<file path="src/rtl/pipe_hazard_ctrl_pkg.sv">
// Shared types and default sizing for the pipeline hazard controller.
package pipe_hazard_ctrl_pkg;

    localparam int DEF_NUM_STAGES = 5;
    localparam int DEF_NUM_REGS   = 8;
    localparam int DEF_CNT_W      = 32;

    // Architectural register number at the default register count.
    typedef logic [$clog2(DEF_NUM_REGS)-1:0] lc3b_reg;

    // How the pipeline registers move on the coming edge.
    typedef enum logic [1:0] {
        ADV_NORMAL,   // everything advances
        ADV_BUBBLE,   // IF/ID holds, NOP into ID/EX
        ADV_FLUSH,    // IF/ID and ID/EX squashed
        ADV_HOLD      // global stall, nothing moves
    } adv_mode_e;

endpackage

</file>
<file path="src/rtl/pipe_hazard_ctrl_if.sv">
// Datapath <-> hazard controller signal bundle.
interface pipe_hazard_ctrl_if
    import pipe_hazard_ctrl_pkg::*;
#(
    parameter int NUM_STAGES = DEF_NUM_STAGES,
    parameter int NUM_REGS   = DEF_NUM_REGS,
    parameter int CNT_W      = DEF_CNT_W
) ();

    localparam int NP    = NUM_STAGES - 1;
    localparam int REG_W = $clog2(NUM_REGS);

    logic             stall_if;
    logic             stall_mem;
    logic             if_valid;
    logic             id_uses_sr1;
    logic             id_uses_sr2;
    logic [REG_W-1:0] id_sr1;
    logic [REG_W-1:0] id_sr2;
    logic             id_writes;
    logic [REG_W-1:0] id_dest;
    logic             ex_writes;
    logic [REG_W-1:0] ex_dest;
    logic             wb_writes;
    logic [REG_W-1:0] wb_dest;
    logic             br_taken;
    logic [NP-1:0]    load_en;
    logic [NP-1:0]    valid;
    logic             bubble;
    logic             flush;
    logic [CNT_W-1:0] stall_cycles;

    // Controller side.
    modport slave (
        input  stall_if, stall_mem, if_valid,
        input  id_uses_sr1, id_uses_sr2, id_sr1, id_sr2, id_writes, id_dest,
        input  ex_writes, ex_dest, wb_writes, wb_dest, br_taken,
        output load_en, valid, bubble, flush, stall_cycles
    );

    // Datapath side.
    modport master (
        output stall_if, stall_mem, if_valid,
        output id_uses_sr1, id_uses_sr2, id_sr1, id_sr2, id_writes, id_dest,
        output ex_writes, ex_dest, wb_writes, wb_dest, br_taken,
        input  load_en, valid, bubble, flush, stall_cycles
    );

endinterface

</file>
<file path="src/rtl/pipe_hazard_ctrl_scoreboard.sv">
// Per-register pending-write counters and the RAW compare against the
// instruction in ID. One increment (issue) and two decrements (retire,
// squash undo) may hit the same register in one cycle; the net is applied.
module reg_scoreboard #(
    parameter int NUM_STAGES = 5,
    parameter int NUM_REGS   = 8,
    localparam int REG_W     = $clog2(NUM_REGS),
    localparam int PW        = $clog2(NUM_STAGES) + 1
) (
    input  logic             clk,
    input  logic             reset,
    input  logic             inc_en,
    input  logic [REG_W-1:0] inc_reg,
    input  logic             dec0_en,
    input  logic [REG_W-1:0] dec0_reg,
    input  logic             dec1_en,
    input  logic [REG_W-1:0] dec1_reg,
    input  logic             uses_sr1,
    input  logic [REG_W-1:0] sr1,
    input  logic             uses_sr2,
    input  logic [REG_W-1:0] sr2,
    output logic             raw
);

    localparam logic [PW-1:0] ONE      = PW'(1);
    localparam logic [PW-1:0] TWO      = PW'(2);
    localparam logic [PW-1:0] PEND_MAX = '1;

    logic [PW-1:0]       pend     [NUM_REGS];
    logic [PW-1:0]       pend_nxt [NUM_REGS];
    logic [NUM_REGS-1:0] up, dn0, dn1;
    logic                underflow;

    // Decode which registers are touched by each update port.
    always_comb begin
        for (int i = 0; i < NUM_REGS; i++) begin
            up[i]  = inc_en  && (inc_reg  == REG_W'(i));
            dn0[i] = dec0_en && (dec0_reg == REG_W'(i));
            dn1[i] = dec1_en && (dec1_reg == REG_W'(i));
        end
    end

    // Net update per register; saturate rather than wrap on either side.
    always_comb begin
        underflow = 1'b0;
        for (int i = 0; i < NUM_REGS; i++) begin
            pend_nxt[i] = pend[i];
            case ({up[i], dn0[i], dn1[i]})
                3'b100: if (pend[i] != PEND_MAX) pend_nxt[i] = pend[i] + ONE;
                3'b010, 3'b001, 3'b111: begin
                    if (pend[i] == '0) underflow = 1'b1;
                    else               pend_nxt[i] = pend[i] - ONE;
                end
                3'b011: begin
                    if (pend[i] < TWO) begin
                        underflow   = 1'b1;
                        pend_nxt[i] = '0;
                    end else begin
                        pend_nxt[i] = pend[i] - TWO;
                    end
                end
                default: ;  // no change, or one up cancelling one down
            endcase
        end
    end

    // Counter storage.
    always_ff @(posedge clk or posedge reset) begin
        if (reset) begin
            for (int i = 0; i < NUM_REGS; i++) pend[i] <= '0;
        end else begin
            for (int i = 0; i < NUM_REGS; i++) pend[i] <= pend_nxt[i];
        end
    end

    assign raw = (uses_sr1 && (pend[sr1] != '0)) || (uses_sr2 && (pend[sr2] != '0));

    // A retire or undo against an idle register means the datapath lost track.
    a_no_underflow: assert property (@(posedge clk) disable iff (reset) !underflow);

endmodule

</file>
<file path="src/rtl/pipe_hazard_ctrl.sv">
// Pipeline hazard controller: global stall, RAW bubble, branch flush,
// per-register load enables and valid bits, and a stall cycle counter.
module pipe_hazard_ctrl
    import pipe_hazard_ctrl_pkg::*;
#(
    parameter int NUM_STAGES = DEF_NUM_STAGES,
    parameter int NUM_REGS   = DEF_NUM_REGS,
    parameter int CNT_W      = DEF_CNT_W
) (
    input  logic              clk,
    input  logic              reset,
    pipe_hazard_ctrl_if.slave hz
);

    localparam int NP = NUM_STAGES - 1;

    logic             g, h, f, raw;
    logic             issue, retire, undo;
    logic [NP-1:0]    valid_q, valid_nxt;
    logic [CNT_W-1:0] stall_q;
    adv_mode_e        mode;

    assign g = hz.stall_if | hz.stall_mem;
    assign h = valid_q[0] & raw;
    assign f = ~g & valid_q[NP-2] & hz.br_taken;

    // Stall beats flush beats bubble.
    always_comb begin
        mode = ADV_NORMAL;
        if (g)      mode = ADV_HOLD;
        else if (f) mode = ADV_FLUSH;
        else if (h) mode = ADV_BUBBLE;
    end

    assign issue  = (mode == ADV_NORMAL) & valid_q[0];
    assign retire = ~g & valid_q[NP-1] & hz.wb_writes;
    // The ID/EX instruction is squashed by a flush; give back its pending slot.
    // Its slot still advances with its valid bit, the datapath kills its write.
    assign undo   = f & valid_q[1] & hz.ex_writes;

    // Zero-latency load enables, flags and next valid vector.
    always_comb begin
        hz.load_en = '1;
        hz.bubble  = 1'b0;
        hz.flush   = 1'b0;
        valid_nxt  = valid_q;
        case (mode)
            ADV_HOLD:   hz.load_en = '0;
            ADV_BUBBLE: begin
                hz.load_en[0] = 1'b0;
                hz.bubble     = 1'b1;
                valid_nxt     = {valid_q[NP-2:1], 1'b0, valid_q[0]};
            end
            ADV_FLUSH: begin
                hz.flush  = 1'b1;
                valid_nxt = {valid_q[NP-2:1], 2'b00};
            end
            default: valid_nxt = {valid_q[NP-2:0], hz.if_valid};
        endcase
    end

    // Valid bits and stall counter.
    always_ff @(posedge clk or posedge reset) begin
        if (reset) begin
            valid_q <= '0;
            stall_q <= '0;
        end else begin
            valid_q <= valid_nxt;
            if (g | h) stall_q <= stall_q + CNT_W'(1);
        end
    end

    assign hz.valid        = valid_q;
    assign hz.stall_cycles = stall_q;

    reg_scoreboard #(
        .NUM_STAGES (NUM_STAGES),
        .NUM_REGS   (NUM_REGS)
    ) u_sb (
        .clk      (clk),
        .reset    (reset),
        .inc_en   (issue & hz.id_writes),
        .inc_reg  (hz.id_dest),
        .dec0_en  (retire),
        .dec0_reg (hz.wb_dest),
        .dec1_en  (undo),
        .dec1_reg (hz.ex_dest),
        .uses_sr1 (hz.id_uses_sr1),
        .sr1      (hz.id_sr1),
        .uses_sr2 (hz.id_uses_sr2),
        .sr2      (hz.id_sr2),
        .raw      (raw)
    );

endmodule
</file>
<file path="src/flat_wrapper.sv">
// flat-port wrapper written by rule: the top's interface ports become plain ports
module pipe_hazard_ctrl_flat import pipe_hazard_ctrl_pkg::*;
#(
    parameter int NUM_STAGES = DEF_NUM_STAGES,
    parameter int NUM_REGS   = DEF_NUM_REGS,
    parameter int CNT_W      = DEF_CNT_W
)
  (clk, reset, hz_stall_if, hz_stall_mem, hz_if_valid, hz_id_uses_sr1, hz_id_uses_sr2, hz_id_sr1, hz_id_sr2, hz_id_writes, hz_id_dest, hz_ex_writes, hz_ex_dest, hz_wb_writes, hz_wb_dest, hz_br_taken, hz_load_en, hz_valid, hz_bubble, hz_flush, hz_stall_cycles);
  pipe_hazard_ctrl_if #(.NUM_STAGES(NUM_STAGES), .NUM_REGS(NUM_REGS), .CNT_W(CNT_W)) hz_i ();
  input  logic clk;
  input  logic reset;
  input wire logic [$bits(hz_i.stall_if)-1:0] hz_stall_if;
  input wire logic [$bits(hz_i.stall_mem)-1:0] hz_stall_mem;
  input wire logic [$bits(hz_i.if_valid)-1:0] hz_if_valid;
  input wire logic [$bits(hz_i.id_uses_sr1)-1:0] hz_id_uses_sr1;
  input wire logic [$bits(hz_i.id_uses_sr2)-1:0] hz_id_uses_sr2;
  input wire logic [$bits(hz_i.id_sr1)-1:0] hz_id_sr1;
  input wire logic [$bits(hz_i.id_sr2)-1:0] hz_id_sr2;
  input wire logic [$bits(hz_i.id_writes)-1:0] hz_id_writes;
  input wire logic [$bits(hz_i.id_dest)-1:0] hz_id_dest;
  input wire logic [$bits(hz_i.ex_writes)-1:0] hz_ex_writes;
  input wire logic [$bits(hz_i.ex_dest)-1:0] hz_ex_dest;
  input wire logic [$bits(hz_i.wb_writes)-1:0] hz_wb_writes;
  input wire logic [$bits(hz_i.wb_dest)-1:0] hz_wb_dest;
  input wire logic [$bits(hz_i.br_taken)-1:0] hz_br_taken;
  output wire logic [$bits(hz_i.load_en)-1:0] hz_load_en;
  output wire logic [$bits(hz_i.valid)-1:0] hz_valid;
  output wire logic [$bits(hz_i.bubble)-1:0] hz_bubble;
  output wire logic [$bits(hz_i.flush)-1:0] hz_flush;
  output wire logic [$bits(hz_i.stall_cycles)-1:0] hz_stall_cycles;
  assign hz_i.stall_if = hz_stall_if;
  assign hz_i.stall_mem = hz_stall_mem;
  assign hz_i.if_valid = hz_if_valid;
  assign hz_i.id_uses_sr1 = hz_id_uses_sr1;
  assign hz_i.id_uses_sr2 = hz_id_uses_sr2;
  assign hz_i.id_sr1 = hz_id_sr1;
  assign hz_i.id_sr2 = hz_id_sr2;
  assign hz_i.id_writes = hz_id_writes;
  assign hz_i.id_dest = hz_id_dest;
  assign hz_i.ex_writes = hz_ex_writes;
  assign hz_i.ex_dest = hz_ex_dest;
  assign hz_i.wb_writes = hz_wb_writes;
  assign hz_i.wb_dest = hz_wb_dest;
  assign hz_i.br_taken = hz_br_taken;
  assign hz_load_en = hz_i.load_en;
  assign hz_valid = hz_i.valid;
  assign hz_bubble = hz_i.bubble;
  assign hz_flush = hz_i.flush;
  assign hz_stall_cycles = hz_i.stall_cycles;
  pipe_hazard_ctrl #(.NUM_STAGES(NUM_STAGES), .NUM_REGS(NUM_REGS), .CNT_W(CNT_W)) u_core (.clk(clk), .reset(reset), .hz(hz_i));
endmodule
</file>
<file path="config.mk">
export PLATFORM = sky130hd
export DESIGN_NAME = pipe_hazard_ctrl_flat
export DESIGN_NICKNAME = d
export VERILOG_FILES = /design/src/rtl/pipe_hazard_ctrl_pkg.sv /design/src/rtl/pipe_hazard_ctrl_if.sv /design/src/rtl/pipe_hazard_ctrl_scoreboard.sv /design/src/rtl/pipe_hazard_ctrl.sv /design/src/flat_wrapper.sv
export SDC_FILE = /design/constraint.sdc
export NUM_CORES = 1
export LEC_CHECK = 0
export CAP_MARGIN = 20
export CORE_MARGIN = 4
export CORE_UTILIZATION = 50
export CTS_CLUSTER_SIZE = 24
export DETAILED_ROUTE_END_ITERATION = 12
export GPL_TIMING_DRIVEN = 0
export PLACE_DENSITY_LB_ADDON = 0.2
export SLEW_MARGIN = 20
export SYNTH_ARGS = -nofsm -noshare
export SYNTH_HDL_FRONTEND = slang
export SYNTH_SLANG_ARGS = --single-unit
</file>
<file path="constraint.sdc">
create_clock -name clk -period 7.9 [get_ports clk]
set_input_delay 1.185 -clock clk [delete_from_list [all_inputs] [get_ports clk]]
set_output_delay 1.185 -clock clk [all_outputs]
set_load 0.005 [all_outputs]
</file>
==> flow_metrics.py <==
metrics = {
    "die": {
        "core-area_mm2": 0.0111,
        "std_cell_rows": 38,
        "chipWidth_um": 115,
        "ios": 68,
        "die_area_mm2": 0.0133,
        "initial_utilization_pct": 52.0,
        "die_h_um": 115,
    },
    "global_routing": {
        "grt_max_degree": 51,
        "grt.total_usage_pct": 23.4,
        "antenna_found_initial": 0,
        "grt_pass1_vias": 5354,
        "grt.overflow.total": 0,
        "grt_pass1_wl_mm": 25.3,
    },
    "clocking": {
        "cts_tree": "done",
        "numCtsBuffers": 9,
        "clkLatencyLatePin_ns": 0.34,
        "clkSlewWorstSetupHoldPaths_ns": 0.06,
        "cts.sinks": 68,
        "cts-htree-levels": 3,
        "post-cts-setup-buffers": 0,
        "root_buffer": "clkbuf_16",
        "cts_hold_buf": 0,
        "cts-resized-gates": 0,
        "cts_buffer_depth": 2,
    },
    "timing": {
        "final.min_clock_period_ns": 6.19,
        "hold-worst-slack_ns": 0.499,
        "rsz0062_at_grt": "no",
        "hold_viol_final": 0,
        "setup_viol": 0,
        "final-max-slew-violation-count": 0,
        "maxSlewHeadroom_pct": 43.5,
        "fin_worst_skew_ns": 0.00698,
        "timing.final.crit_share_pct": 78.4,
        "worstMarginPinSlew_ns": 0.840,
        "max_freq_mhz": 162,
        "fin_setup_tns_ns": 0,
    },
    "detailed_routing": {
        "dr.pass1.iters": 5,
        "routed_wl_mm": 15.1,
        "drt_iter0_drc": 344,
        "viasPerCell": 6.21,
        "wire_per_inst_um": 17.0,
        "vias": 5512,
        "post-route-drc-count": 0,
        "antenna_left": 0,
    },
    "power_and_ir_drop": {
        "combPwrFrac_pct": 26.8,
        "switchingPower_mw": 0.410,
        "p_clk_share_pct": 35.2,
        "pwr-share-seq_pct": 38.1,
        "leakage_nw": 2.86,
        "p_int_mw": 0.835,
        "power_density_mw_per_mm2": 179,
        "power_mw": 1.24,
        "ir_worst_vdd_v": 0.000111,
        "swShare_pct": 32.9,
    },
    "yosys": {
        "yosys-top-cells-area": "dfrtp_1 (30%), xnor2_1 (6.2%), ha_1 (6.1%), nand3_1 (3.3%), nand2_1 (3.0%)",
        "synth.avg_cell_area_um2": 8.67,
        "yosysTopAreaCellShare_pct": 29.5,
        "synth_edf_count": 0,
        "ys_seq_elements": 68,
        "syn_area_mm2": 0.00576,
        "synthMostInstantiatedCell": "dfrtp_1",
        "yosysWarnings": 0,
        "syn_nets": 727,
        "ys_top_cells_by_count": "dfrtp_1 (68), nand2_1 (46), nor2_1 (46)",
        "seq_area_frac_synth_pct": 29.5,
        "yosys.area.top_type": "dfrtp_1",
        "ys.flop_type": "dfrtp_1",
        "syn_inst": 665,
        "synthArstFlopShare_pct": 100,
        "synth_cell_types": 78,
    },
    "cells_and_area": {
        "layout-drive-gt1-share_pct": 7.76,
        "stdcell_count": 887,
        "fillCellCount": 967,
        "nets": 805,
        "syn2layout_area_growth_pct": 20.5,
        "diodes": 0,
        "design_area_mm2": 0.00695,
    },
    "placed_design": {
        "port_buffers": 66,
        "placed_area_mm2": 0.00663,
        "gp_congestion": 0.870,
        "dp.cells": 872,
        "detailed_place_hpwl_mm": 11.7,
    },
    "worst_setup_path": {
        "path_cells": "clkdlybuf4s50_1 > nor4bb_1 > o21ai_1 > nor4b_2 > a31oi_1 > clkbuf_1 > a21oi_1 > ha_1 > and4b_1 > nand2_1 > nand2_1 > o21ai_0 > ha_1 > a21o_1 > a21oi_1 > xnor2_1 > mux2_2 > o221ai_1 > o2bb2ai_1",
        "crit_path_max_fanout": 10,
        "worst-endpoint-arrival_ns": 6.41,
        "crit_path_start_kind": "primary input",
        "worstPathRequired_ns": 8.12,
        "end_kind": "flop",
        "crit_family": "compound AO/OA/AOI/OAI gates",
        "critPathMaxStageDelay_ns": 0.59,
        "crit_type": "primary input to flop",
        "crit_path_top_delay_cell": "clkdlybuf4s50_1",
        "critPathBufInv": 2,
    },
    "min_path": {
        "hold_class": "flop to flop",
    },
    "flow_run": {
        "cap_violations": 0,
    },
    "status": {
        "outcome": "finished, final reports clean",
    },
}
[worst reg2reg max path: cells and delay by family, from the launching register on]
family	cells	cell delay, ns
buffers and inverters	2	0.47
AOI/OAI and AO/OA	5	1.15
xor gates and xnor gates	2	0.23
and+or+nand+nor	8	2.58
adders and majority gates	2	0.64
DFF	1	0.49
[cells by family (layout without fill, tap and decap cells)]
kind of cell / after synthesis / in the layout / synth area share (%)
buffers and inverters: 56 / 138 / 4.17
flip-flops: 68 / 68 / 29.5
XOR/XNOR: 48 / 48 / 7.29
multiplexers: 12 / 12 / 2.21
AO/OA/AOI/OAI: 174 / 174 / 20.9
AND/OR/NAND/NOR: 268 / 268 / 26.5
adder cells (fa/ha/maj): 39 / 39 / 9.40
[state kept, by name, indices dropped and copies added, names as in the netlist]
signal,flops
u_core.hz.stall_cycles,32
u_core.hz.valid,4
u_core.u_sb.pend,32
[area by class of cell]
type                            count  area [µm²]  area share (%)
Multi-Input combinational cell    541        3820            55.0
Sequential cell                    68        1700            24.5
Timing Repair Buffer               67         688            9.91
Clock buffer                       11         243            3.49
Tap cell                          140         175            2.52
Buffer                             29         139            2.00
Inverter                           27         104            1.50
Clock inverter                      4        73.8            1.06
[stage by stage]
step	setup slack, ns	util [%]
CTS	1.72	62.7
floorplan	2.85	-
global route	1.39	62.7
finish	1.71	62.7
global placement	1.53	59.6
detailed placement	1.45	59.8
[power by group through the flow]
stage | registers [mW] | clock network, mW | logic (mW)
global placement | 0.475 | 0 | 0.320
detailed placement | 0.479 | 0 | 0.332
finish | 0.473 | 0.438 | 0.333
CTS | 0.473 | 0.444 | 0.335
floorplan | 0.459 | 0 | 0.201
global route | 0.485 | 0.458 | 0.368
[cell usage in the layout, fill, tap and decap left out, types with 8 or more instances in the layout]
cell / n
clkbuf_16: 9
o21ai_0: 30
inv_1: 26
o211ai_1: 11
and3_1: 14
clkbuf_1: 13
buf_2: 9
nor2_1: 46
xnor2_1: 41
nor2b_1: 8
o21ai_1: 18
a21o_1: 13
ha_1: 28
nand2_1: 46
o2111ai_1: 11
dfrtp_1: 68
fa_1: 8
a31oi_1: 10
nand4_1: 17
clkdlybuf4s50_1: 66
nand3_1: 38
a21oi_1: 28
nor3_1: 34
[worst paths after layout]
kind | end | cells after the start | start | slack, ns
setup reg to reg | u_core.u_sb.pend[23]$_DFFE_PP0P_ | 19 | u_core.u_sb.pend[5]$_DFFE_PP0P_ | 2.27
setup / recovery | u_core.u_sb.pend[31]$_DFFE_PP0P_ | 19 | hz_id_uses_sr2 | 1.71
hold / removal | u_core.hz.stall_cycles[26]$_DFFE_PP0P_ | 1 | u_core.hz.stall_cycles[26]$_DFFE_PP0P_ | 0.50
max in group asynchronous | u_core.hz.stall_cycles[13]$_DFFE_PP0P_ | 3 | reset | 6.21
hold reg to reg | u_core.hz.stall_cycles[26]$_DFFE_PP0P_ | 1 | u_core.hz.stall_cycles[26]$_DFFE_PP0P_ | 0.50
min in group asynchronous | u_core.u_sb.pend[22]$_DFFE_PP0P_ | 2 | reset | 1.17
[per-layer routing]
metal / global-route usage [%] / share of wire [%] / vias to the layer above / routed length (µm)
met5: 0 / 0 / - / 0
met4: 8.06 / 2.2 / 0 / 328
met3: 3.89 / 5.7 / 30 / 854
met2: 40.0 / 48 / 175 / 7250
met1: 30.0 / 44 / 2648 / 6640
li1: - / - / 2659 / -
Note: power is estimated with default switching activity, not from simulation.
